**config.mk**
```make
export PLATFORM = sky130hd
export DESIGN_NAME = deletion_decode_ctrl
export DESIGN_NICKNAME = d
export VERILOG_FILES = /design/src/rtl/deletion_decode_ctrl.sv
export SDC_FILE = /design/constraint.sdc
export NUM_CORES = 1
export LEC_CHECK = 0
export ABC_AREA = 0
export BUFFER_PORTS_ARGS = -buffer_cell sky130_fd_sc_hd__buf_2
export CORE_UTILIZATION = 35
export DETAILED_ROUTE_END_ITERATION = 8
export HOLD_SLACK_MARGIN = 0.06
export SYNTH_ARGS = -nofsm -noshare
export SYNTH_HDL_FRONTEND = slang
export SYNTH_SLANG_ARGS = --single-unit
```
**constraint.sdc**
```tcl
create_clock -name clk -period 11.8 [get_ports clk]
set_input_delay 1.18 -clock clk [delete_from_list [all_inputs] [get_ports clk]]
set_output_delay 1.18 -clock clk [all_outputs]
set_load 0.005 [all_outputs]
```
**src/rtl/deletion_decode_ctrl.sv**
```systemverilog
// deletion_decode_ctrl: single-deletion corrector for quaternary (DNA) words.
// Collects the N-1 received symbols, derives the missing digit (gamma) and the
// syndrome target (delta), then scans insertion positions from N-1 down to 0
// one candidate per cycle and reports {index, digit, fail} on a valid/ready port.
// Optional build macro DEC_WORD_OUT_EN adds the reconstructed codeword port word_out.
module deletion_decode_ctrl #(
    parameter int N = 98,
    parameter int A = 24,
    localparam int IDX_W = $clog2(N),
    localparam int SYN_W = $clog2(4 * N)
) (
    input  logic             clk,
    input  logic             rst,
    input  logic             in_valid,
    output logic             in_ready,
    input  logic [1:0]       in_sym,
    output logic             out_valid,
    input  logic             out_ready,
    output logic [IDX_W-1:0] missing_index,
    output logic [1:0]       missing_digit,
    output logic             fail,
    output logic             busy
`ifdef DEC_WORD_OUT_EN
    ,
    output logic [2*N-1:0]   word_out
`endif
);

    typedef enum logic [1:0] {LOAD, PREP, SEARCH, DONE} state_t;

    localparam logic [SYN_W:0]   MOD   = (SYN_W+1)'(4 * N);
    localparam logic [SYN_W-1:0] A_SYN = SYN_W'(A);
    localparam logic [1:0]       A_LO  = 2'(A % 4);

    // Bring a value below 2*MOD back into [0, MOD) with one conditional subtract.
    function automatic logic [SYN_W-1:0] mod_reduce(input logic [SYN_W:0] v);
        logic [SYN_W:0] r;
        r = (v >= MOD) ? v - MOD : v;
        return r[SYN_W-1:0];
    endfunction

    // (a - b) mod 4N for operands already in [0, 4N).
    function automatic logic [SYN_W-1:0] mod_sub(input logic [SYN_W-1:0] a,
                                                 input logic [SYN_W-1:0] b);
        logic [SYN_W:0] r;
        r = (a >= b) ? {1'b0, a} - {1'b0, b} : {1'b0, a} + MOD - {1'b0, b};
        return r[SYN_W-1:0];
    endfunction

    state_t           state, state_nx;
    logic [1:0]       y_buf [0:N-2];
    logic [IDX_W-1:0] count;
    logic [8:0]       sum;
    logic [SYN_W-1:0] syn;
    logic [SYN_W-1:0] delta;
    logic [SYN_W-1:0] suffix;
    logic [IDX_W-1:0] j;
    logic [1:0]       gamma;
    logic [IDX_W-1:0] index_r;
    logic             fail_r;

    logic             accept;
    logic [SYN_W:0]   load_term;
    logic [SYN_W-1:0] syn_next;
    logic [SYN_W:0]   cand_term;
    logic [SYN_W-1:0] cand;
    logic             match;
    logic [IDX_W-1:0] j_prev;
    logic [1:0]       y_prev;
    logic [SYN_W-1:0] suffix_next;

    assign accept        = in_valid && in_ready;
    assign missing_index = index_r;
    assign missing_digit = gamma;
    assign fail          = fail_r;

    // Modular arithmetic for the load accumulator and the current search candidate.
    always_comb begin
        load_term   = ((SYN_W+1)'(count) + (SYN_W+1)'(1)) * (SYN_W+1)'(in_sym);
        syn_next    = mod_reduce({1'b0, syn} + load_term);
        cand_term   = ((SYN_W+1)'(j) + (SYN_W+1)'(1)) * (SYN_W+1)'(gamma);
        cand        = mod_reduce(cand_term + {1'b0, suffix});
        match       = (cand == delta);
        j_prev      = (j == '0) ? '0 : j - IDX_W'(1);
        y_prev      = y_buf[j_prev];
        suffix_next = mod_reduce({1'b0, suffix} + (SYN_W+1)'(y_prev));
    end

    // State register.
    always_ff @(posedge clk) begin
        if (rst) state <= LOAD;
        else     state <= state_nx;
    end

    // Next-state decode and handshake outputs.
    always_comb begin
        state_nx  = state;
        in_ready  = 1'b0;
        out_valid = 1'b0;
        busy      = (state != LOAD) || (count != '0);
        case (state)
            LOAD: begin
                in_ready = 1'b1;
                if (in_valid && count == IDX_W'(N - 2)) state_nx = PREP;
            end
            PREP:   state_nx = SEARCH;
            SEARCH: if (match || j == '0) state_nx = DONE;
            DONE: begin
                out_valid = 1'b1;
                if (out_ready) state_nx = LOAD;
            end
            default: state_nx = LOAD;
        endcase
    end

    // Symbol buffer; contents are only meaningful for the frame in progress.
    always_ff @(posedge clk) begin
        if (accept) y_buf[count] <= in_sym;
    end

    // Accumulation, digit/target derivation, descending search and result capture.
    always_ff @(posedge clk) begin
        if (rst) begin
            count   <= '0;
            sum     <= '0;
            syn     <= '0;
            gamma   <= '0;
            index_r <= '0;
            fail_r  <= 1'b0;
        end else begin
            case (state)
                LOAD: begin
                    if (accept) begin
                        sum   <= sum + 9'(in_sym);
                        syn   <= syn_next;
                        count <= count + IDX_W'(1);
                    end
                end
                PREP: begin
                    gamma  <= A_LO - sum[1:0];
                    delta  <= mod_sub(A_SYN, syn);
                    j      <= IDX_W'(N - 1);
                    suffix <= '0;
                end
                SEARCH: begin
                    if (match) begin
                        index_r <= j;
                        fail_r  <= 1'b0;
                    end else if (j == '0) begin
                        index_r <= '0;
                        fail_r  <= 1'b1;
                    end else begin
                        suffix <= suffix_next;
                        j      <= j_prev;
                    end
                end
                DONE: begin
                    if (out_ready) begin
                        sum   <= '0;
                        syn   <= '0;
                        count <= '0;
                    end
                end
                default: ;
            endcase
        end
    end

`ifdef DEC_WORD_OUT_EN
    logic [2*N-1:0] ext;
    logic [2*N-1:0] low_mask;
    logic [2*N-1:0] ins;
    logic [2*N-1:0] word_next;

    // Codeword rebuild: symbols below j stay, gamma lands at j, the rest shift up one slot.
    always_comb begin
        ext = '0;
        for (int i = 0; i < N - 1; i++) ext[2*i +: 2] = y_buf[i];
        low_mask  = ((2*N)'(1) << {j, 1'b0}) - (2*N)'(1);
        ins       = (2*N)'(gamma) << {j, 1'b0};
        word_next = match ? ((ext & low_mask) | ins |
                             ((ext << 2) & ~((low_mask << 2) | (2*N)'(3))))
                          : ext;
    end

    // Reconstructed word is captured when the search terminates.
    always_ff @(posedge clk) begin
        if (rst)                                      word_out <= '0;
        else if (state == SEARCH && (match || j == '0)) word_out <= word_next;
    end
`endif

endmodule

```
==> results of run 1 <==
==> tightest hold or removal path: stages, from the launching register on <==
cell     delay, ns
dfxtp_1       0.30
nand2_1       0.05
mux2i_1       0.05
==> cell type report <==
cell class,count,share of cell area
clock inverters,14,0.01425
clock buffers,36,0.05089
repair buffers,27,0.01069
multi-input cells,859,0.3804
inverters,55,0.01399
well taps,511,0.04334
flip-flops and latches,249,0.4865
==> worst paths after layout <==
check	start	end	slack (ns)	depth (start not counted)
max	j[0]$_SDFFCE_PN1P_	suffix[6]$_SDFFCE_PN0P_	4.77	21
min	missing_index[5]$_SDFFE_PP0P_	missing_index[5]$_SDFFE_PP0P_	0.46	2
max reg2reg	j[0]$_SDFFCE_PN1P_	suffix[6]$_SDFFCE_PN0P_	4.77	21
min reg2reg	missing_index[5]$_SDFFE_PP0P_	missing_index[5]$_SDFFE_PP0P_	0.46	2
==> through the flow <==
stage            util  worst slack, ns  total power, mW
6_report       0.3926            4.769            1.937
5_1_grt        0.3926            4.146            1.993
4_1_cts        0.3926            4.805            1.952
3_5_place_dp   0.3670            4.841            1.044
3_3_place_gp   0.3670            5.151            1.043
2_1_floorplan       -            6.611            1.020
==> power groups by stage <==
stage / combinational (mW) / clock, mW / sequential, mW
finish: 0.0613 / 0.911 / 0.964
global route: 0.0690 / 0.960 / 0.964
CTS: 0.0619 / 0.926 / 0.964
detailed placement: 0.0616 / 0 / 0.983
global placement: 0.0606 / 0 / 0.983
floorplan: 0.0383 / 0 / 0.982
==> synthesized netlist by cell type (4+ instances only) <==
| cell type | number | share of area |
|---|---|---|
| nor4_1 | 4 | 0.0019 |
| buf_4 | 4 | 0.0023 |
| clkbuf_1 | 47 | 0.013 |
| or2_2 | 5 | 0.0023 |
| nand2_1 | 125 | 0.035 |
| nand3_1 | 32 | 0.012 |
| a221oi_1 | 26 | 0.017 |
| nand2b_1 | 17 | 0.0080 |
| nor2b_1 | 18 | 0.0084 |
| xor2_1 | 17 | 0.011 |
| mux2i_1 | 25 | 0.019 |
| a311oi_1 | 8 | 0.0053 |
| a21o_1 | 9 | 0.0051 |
| fa_1 | 17 | 0.026 |
| nor3_1 | 40 | 0.015 |
| o211ai_1 | 8 | 0.0045 |
| o21bai_1 | 4 | 0.0023 |
| buf_2 | 20 | 0.0075 |
| a211o_1 | 6 | 0.0039 |
| nand4_1 | 10 | 0.0047 |
| o311a_1 | 7 | 0.0053 |
| or3_1 | 6 | 0.0028 |
| a211oi_1 | 45 | 0.025 |
| edfxtp_1 | 219 | 0.49 |
| ha_1 | 35 | 0.033 |
| a31oi_1 | 11 | 0.0052 |
| and2_1 | 34 | 0.016 |
| nor2_1 | 151 | 0.043 |
| buf_6 | 5 | 0.0042 |
| a21oi_1 | 37 | 0.014 |
| and3_1 | 30 | 0.014 |
| dfxtp_1 | 30 | 0.045 |
| inv_1 | 54 | 0.015 |
| o31ai_1 | 4 | 0.0023 |
| a22oi_1 | 6 | 0.0034 |
| xnor2_1 | 25 | 0.016 |
| o21ai_0 | 32 | 0.012 |
| a311o_1 | 12 | 0.0090 |
==> registers in the layout, summed over array words and instances (netlist names), 7 cells and up <==
register,count
y_buf,194
missing_index,7
delta,9
syn,9
count,7
suffix,9
j,7
==> cell families after synthesis <==
group	synth area share
adder cells (fa/ha/maj)	0.05839
multiplexers	0.02131
AND/OR/NAND/NOR	0.1745
flip-flops	0.5385
AO/OA/AOI/OAI	0.1370
XOR/XNOR	0.02760
buffers and inverters	0.04271
==> layer usage <==
layer | global-route usage | vias to the layer above | part of all wire
met2 | 0.2793 | 234 | 0.48
li1 | - | 4523 | -
met5 | 0 | - | 0
met1 | 0.2222 | 4719 | 0.45
met4 | 0.04077 | 0 | 0.021
met3 | 0.02100 | 53 | 0.044
==> results_dict.tcl, run 1 <==
set metrics [dict create \
    p_sw_mw 0.4014 \
    seqPwrFrac 0.498 \
    path_cells "inv_1 -> ha_1 -> nor4b_4 -> nand3_2 -> nand2b_1 -> a311oi_1 -> a31oi_1 -> a211oi_1 -> o31ai_1 -> ha_1 -> inv_1 -> fa_1 -> nand2b_1 -> nor2_1 -> xnor2_1 -> a41oi_1 -> o21ai_0 -> a21boi_1 -> nor2_1 -> or3_1 -> and3_1" \
    switching_share 0.2072 \
    fin_crit_sh 0.5959 \
    detail_route.vias_per_cell 5.442 \
    synthFlopType "edfxtp_1" \
    max_stage_delay_ns 0.97 \
    grt_pass1_wl_um 50920 \
    rsz0062_at_grt "no" \
    detail_route.first_pass.iterations 5 \
    max_slew.worst_pin.slew_ns 1.077 \
    final_cells 1751 \
    crit_path_end_kind "register" \
    whs_ns 0.4573 \
    min-delay-path-class "register to register" \
    path_delay_family "simple AND/OR/NAND/NOR gates" \
    drive_gt1_frac 0.07258 \
    synth-seq-cells 249 \
    cap_violations 0 \
    die_y_um 197.1 \
    routed_wirelength_um 31980 \
    root_buffer "clkbuf_16" \
    cts_hold_buf 0 \
    cts_tree "built" \
    hold_violations 0 \
    maxSlewViolCount 0 \
    synth_cell_types 68 \
    die-width_um 197.1 \
    cts_buffers 27 \
    nFillCells 3642 \
    status "finished, final reports clean" \
    hpwl_um 20140 \
    synth-edff-count 219 \
    crit_buf_inv 2 \
    async_flop_share 0 \
    power_frac_comb 0.032 \
    slowest_stage "nand2b_1" \
    setup_viol 0 \
    clock-sinks 249 \
    required_ns 12.09 \
    die-area_um2 38860 \
    cts_resized 0 \
    final-seq-area_um2 7177 \
    fin_worst_skew_ns 0.02337 \
    crit_path_max_fanout 27 \
    syn_area_per_cell_um2 10.76 \
    min_period_ns 7.031 \
    clock_latency_ns 0.56 \
    portBuffers 18 \
    design.core.area_um2 37580 \
    ys_warn_count 0 \
    leakage_nw 5.204 \
    gp_congestion 0.8276 \
    p_int_mw 1.536 \
    grt_max_degree 100 \
    postLayoutCellArea_um2 14750 \
    drc 0 \
    diodes 0 \
    antenna_found_initial 1 \
    synthToLayoutAreaGrowth_pct 10.69 \
    slew_headroom 0.2817 \
    postRouteAntennaNets 0 \
    grt_usage 0.1646 \
    max_freq_ghz 0.1422 \
    final_cell_mix "219 x edfxtp_1, 151 x nor2_1, 125 x nand2_1" \
    nets 1277 \
    post-cts-setup-buffer-count 0 \
    pwr_density_cell_nw_per_um2 131.3 \
    ios 19 \
    clkPwrFrac 0.471 \
    wire_per_inst_um 18.26 \
    clk_pin_slew_ns 0.06 \
    multi_input_area_um2 5612 \
    start_util 0.3547 \
    dp_cells 1701 \
    syn-num-nets 1297 \
    drt-initial-drc-count 837 \
    gr-total-overflow 0 \
    vias 9529 \
    postPlaceCellArea_um2 13790 \
    crit_type "register to register" \
    ys_seq_area_frac 0.5385 \
    final_common_cell "edfxtp_1" \
    crit_arrival_ns 7.32 \
    synth_cells 1239 \
    cts_buffer_depth 3 \
    setup_tns_ns 0 \
    synth.cell_area_um2 13330 \
    grt_pass1_vias 9231 \
    vdd_ir_drop_max_uv 96.55 \
    row_count 71 \
    h-tree-depth 1 \
    setup.worst_path.start_class "register" \
]
No activity file was read; power rests on OpenSTA's default activity.
==> run 2, diff against run 1 <==
Clock period 11.8 ns to 7.1 ns, I/O delays scaled along.
==> results_dict.tcl, run 2 (synthesis results as in run 1) <==
set metrics [dict create \
    detail_route.first_pass.iterations 8 \
    cts_hold_buf 0 \
    grt_pass1_vias 9328 \
    final_common_cell "edfxtp_1" \
    clkPwrFrac 0.450 \
    slowest_stage "a31oi_4" \
    hold_violations 0 \
    detail_route.vias_per_cell 5.411 \
    final-seq-area_um2 7177 \
    slew_headroom 0.3411 \
    crit_type "register to register" \
    row_count 71 \
    nets 1283 \
    h-tree-depth 1 \
    fin_crit_sh 0.8672 \
    routed_wirelength_um 32040 \
    rr_worst_depth 23 \
    totalPowerFinal_mw 3.101 \
    vias 9512 \
    cts_buffer_depth 3 \
    cts_buffers 28 \
    drive_gt1_frac 0.07698 \
    setup_tns_ns 0 \
    antenna_found_initial 1 \
    path_delay_family "compound AO/OA/AOI/OAI gates" \
    setup.worst_path.start_class "register" \
    status "finished, final reports clean" \
    design.core.area_um2 37580 \
    grt_max_degree 100 \
    min_period_ns 6.157 \
    pwr_density_cell_nw_per_um2 210.2 \
    nFillCells 3597 \
    final_cells 1758 \
    crit_path_max_fanout 25 \
    max_stage_delay_ns 0.69 \
    largest_reg_flops 194 \
    die-width_um 197.1 \
    path_cells "inv_1 -> ha_1 -> xnor2_1 -> a31oi_4 -> buf_4 -> a211oi_1 -> a311o_1 -> o311a_1 -> o311ai_1 -> o211ai_1 -> o31ai_1 -> ha_1 -> inv_1 -> fa_1 -> nand2b_1 -> nor2_1 -> xnor2_1 -> a41oi_1 -> o21ai_0 -> a21boi_1 -> nor2_1 -> or3_1 -> and3_1" \
    postPlaceCellArea_um2 13850 \
    largest-register "y_buf" \
    leakage_nw 5.208 \
    portBuffers 18 \
    power_frac_comb 0.033 \
    dp_cells 1706 \
    p_int_mw 2.431 \
    start_util 0.3547 \
    multi_input_area_um2 5612 \
    gp_congestion 0.8519 \
    min-delay-path-class "register to register" \
    clock-sinks 249 \
    root_buffer "clkbuf_16" \
    max_freq_ghz 0.1624 \
    p_sw_mw 0.6699 \
    gr-total-overflow 0 \
    clk_pin_slew_ns 0.06 \
    grt_pass1_wl_um 51070 \
    postRouteAntennaNets 0 \
    cts_tree "built" \
    crit_cells 23 \
    wire_per_inst_um 18.22 \
    max_slew.worst_pin.slew_ns 0.9883 \
    hold_path_depth 2 \
    cap_violations 0 \
    ios 19 \
    postLayoutCellArea_um2 14750 \
    crit_buf_inv 3 \
    hpwl_um 20920 \
    setup_viol 0 \
    rsz0062_at_grt "no" \
    post-cts-setup-buffer-count 0 \
    seqPwrFrac 0.517 \
    maxSlewViolCount 0 \
    drt-initial-drc-count 713 \
    grt_usage 0.1663 \
    fin_worst_skew_ns 0.03951 \
    required_ns 7.40 \
    crit_path_end_kind "register" \
    vdd_ir_drop_max_uv 198.1 \
    die_y_um 197.1 \
    crit_arrival_ns 6.45 \
    clock_latency_ns 0.57 \
    synthToLayoutAreaGrowth_pct 10.69 \
    switching_share 0.2160 \
    diodes 0 \
    die-area_um2 38860 \
    final_cell_mix "219 x edfxtp_1, 151 x nor2_1, 125 x nand2_1" \
    cts_resized 0 \
    drc 0 \
]
==> run 2: cell types whose count changed in the layout (fill, tap and decap cells not counted), moves of 2 or more <==
cell	change
clkbuf_8	-2
bufinv_16	-3
buf_4	+3
buf_12	+2
clkinv_4	+2
clkinv_2	+3
==> run 2: final timing paths <==
kind / end / startpoint / slack [ns]
worst max register to register: suffix[6]$_SDFFCE_PN0P_ / j[1]$_SDFFCE_PN0P_ / 0.94
worst max-delay path: suffix[6]$_SDFFCE_PN0P_ / j[1]$_SDFFCE_PN0P_ / 0.94
worst min-delay path: missing_index[0]$_SDFFE_PP0P_ / missing_index[0]$_SDFFE_PP0P_ / 0.46
worst min register to register: missing_index[0]$_SDFFE_PP0P_ / missing_index[0]$_SDFFE_PP0P_ / 0.46
==> run 2: worst register-to-register path: cells and delay by family, from the launching register on <==
family                   cells  cell delay (ns)
XOR/XNOR                     2             0.34
AO/OA/AOI/OAI               10             2.77
flip-flops                   1             0.44
AND/OR/NAND/NOR              5             1.05
buffers and inverters        3             0.48
adder cells (fa/ha/maj)      3             0.85
==> run 2: per-layer routing <==
layer | up-vias | wire length (µm) | global-route usage
met4 | 0 | 787 | 0.05225
li1 | 4537 | - | -
met5 | - | 0 | 0
met3 | 60 | 1788 | 0.02237
met2 | 275 | 15510 | 0.2849
met1 | 4640 | 13960 | 0.2174
==> run 2: power by group through the flow <==
stage / Combinational [mW] / Clock [mW] / Sequential [mW]
floorplan: 0.0636 / 0 / 1.63
global placement: 0.102 / 0 / 1.63
detailed placement: 0.102 / 0 / 1.63
CTS: 0.103 / 1.42 / 1.60
global route: 0.116 / 1.48 / 1.60
finish: 0.102 / 1.40 / 1.60
==> run 2: through the flow <==
step	setup WS, ns	hold slack [ns]	utilization
floorplan	1.911	0.4544	-
global placement	1.205	0.4445	0.3687
detailed placement	1.018	0.4509	0.3687
CTS	0.9687	0.4595	0.3926
global route	0.4792	0.4863	0.3926
finish	0.9425	0.4558	0.3926
==> run 2: final cells by class <==
cell class              instances  area share
inverters                      55     0.01399
well taps                     511     0.04334
clock inverters                17     0.01162
clock buffers                  35     0.04927
repair buffers                 32     0.01493
multi-input cells             859      0.3804
flip-flops and latches        249      0.4865
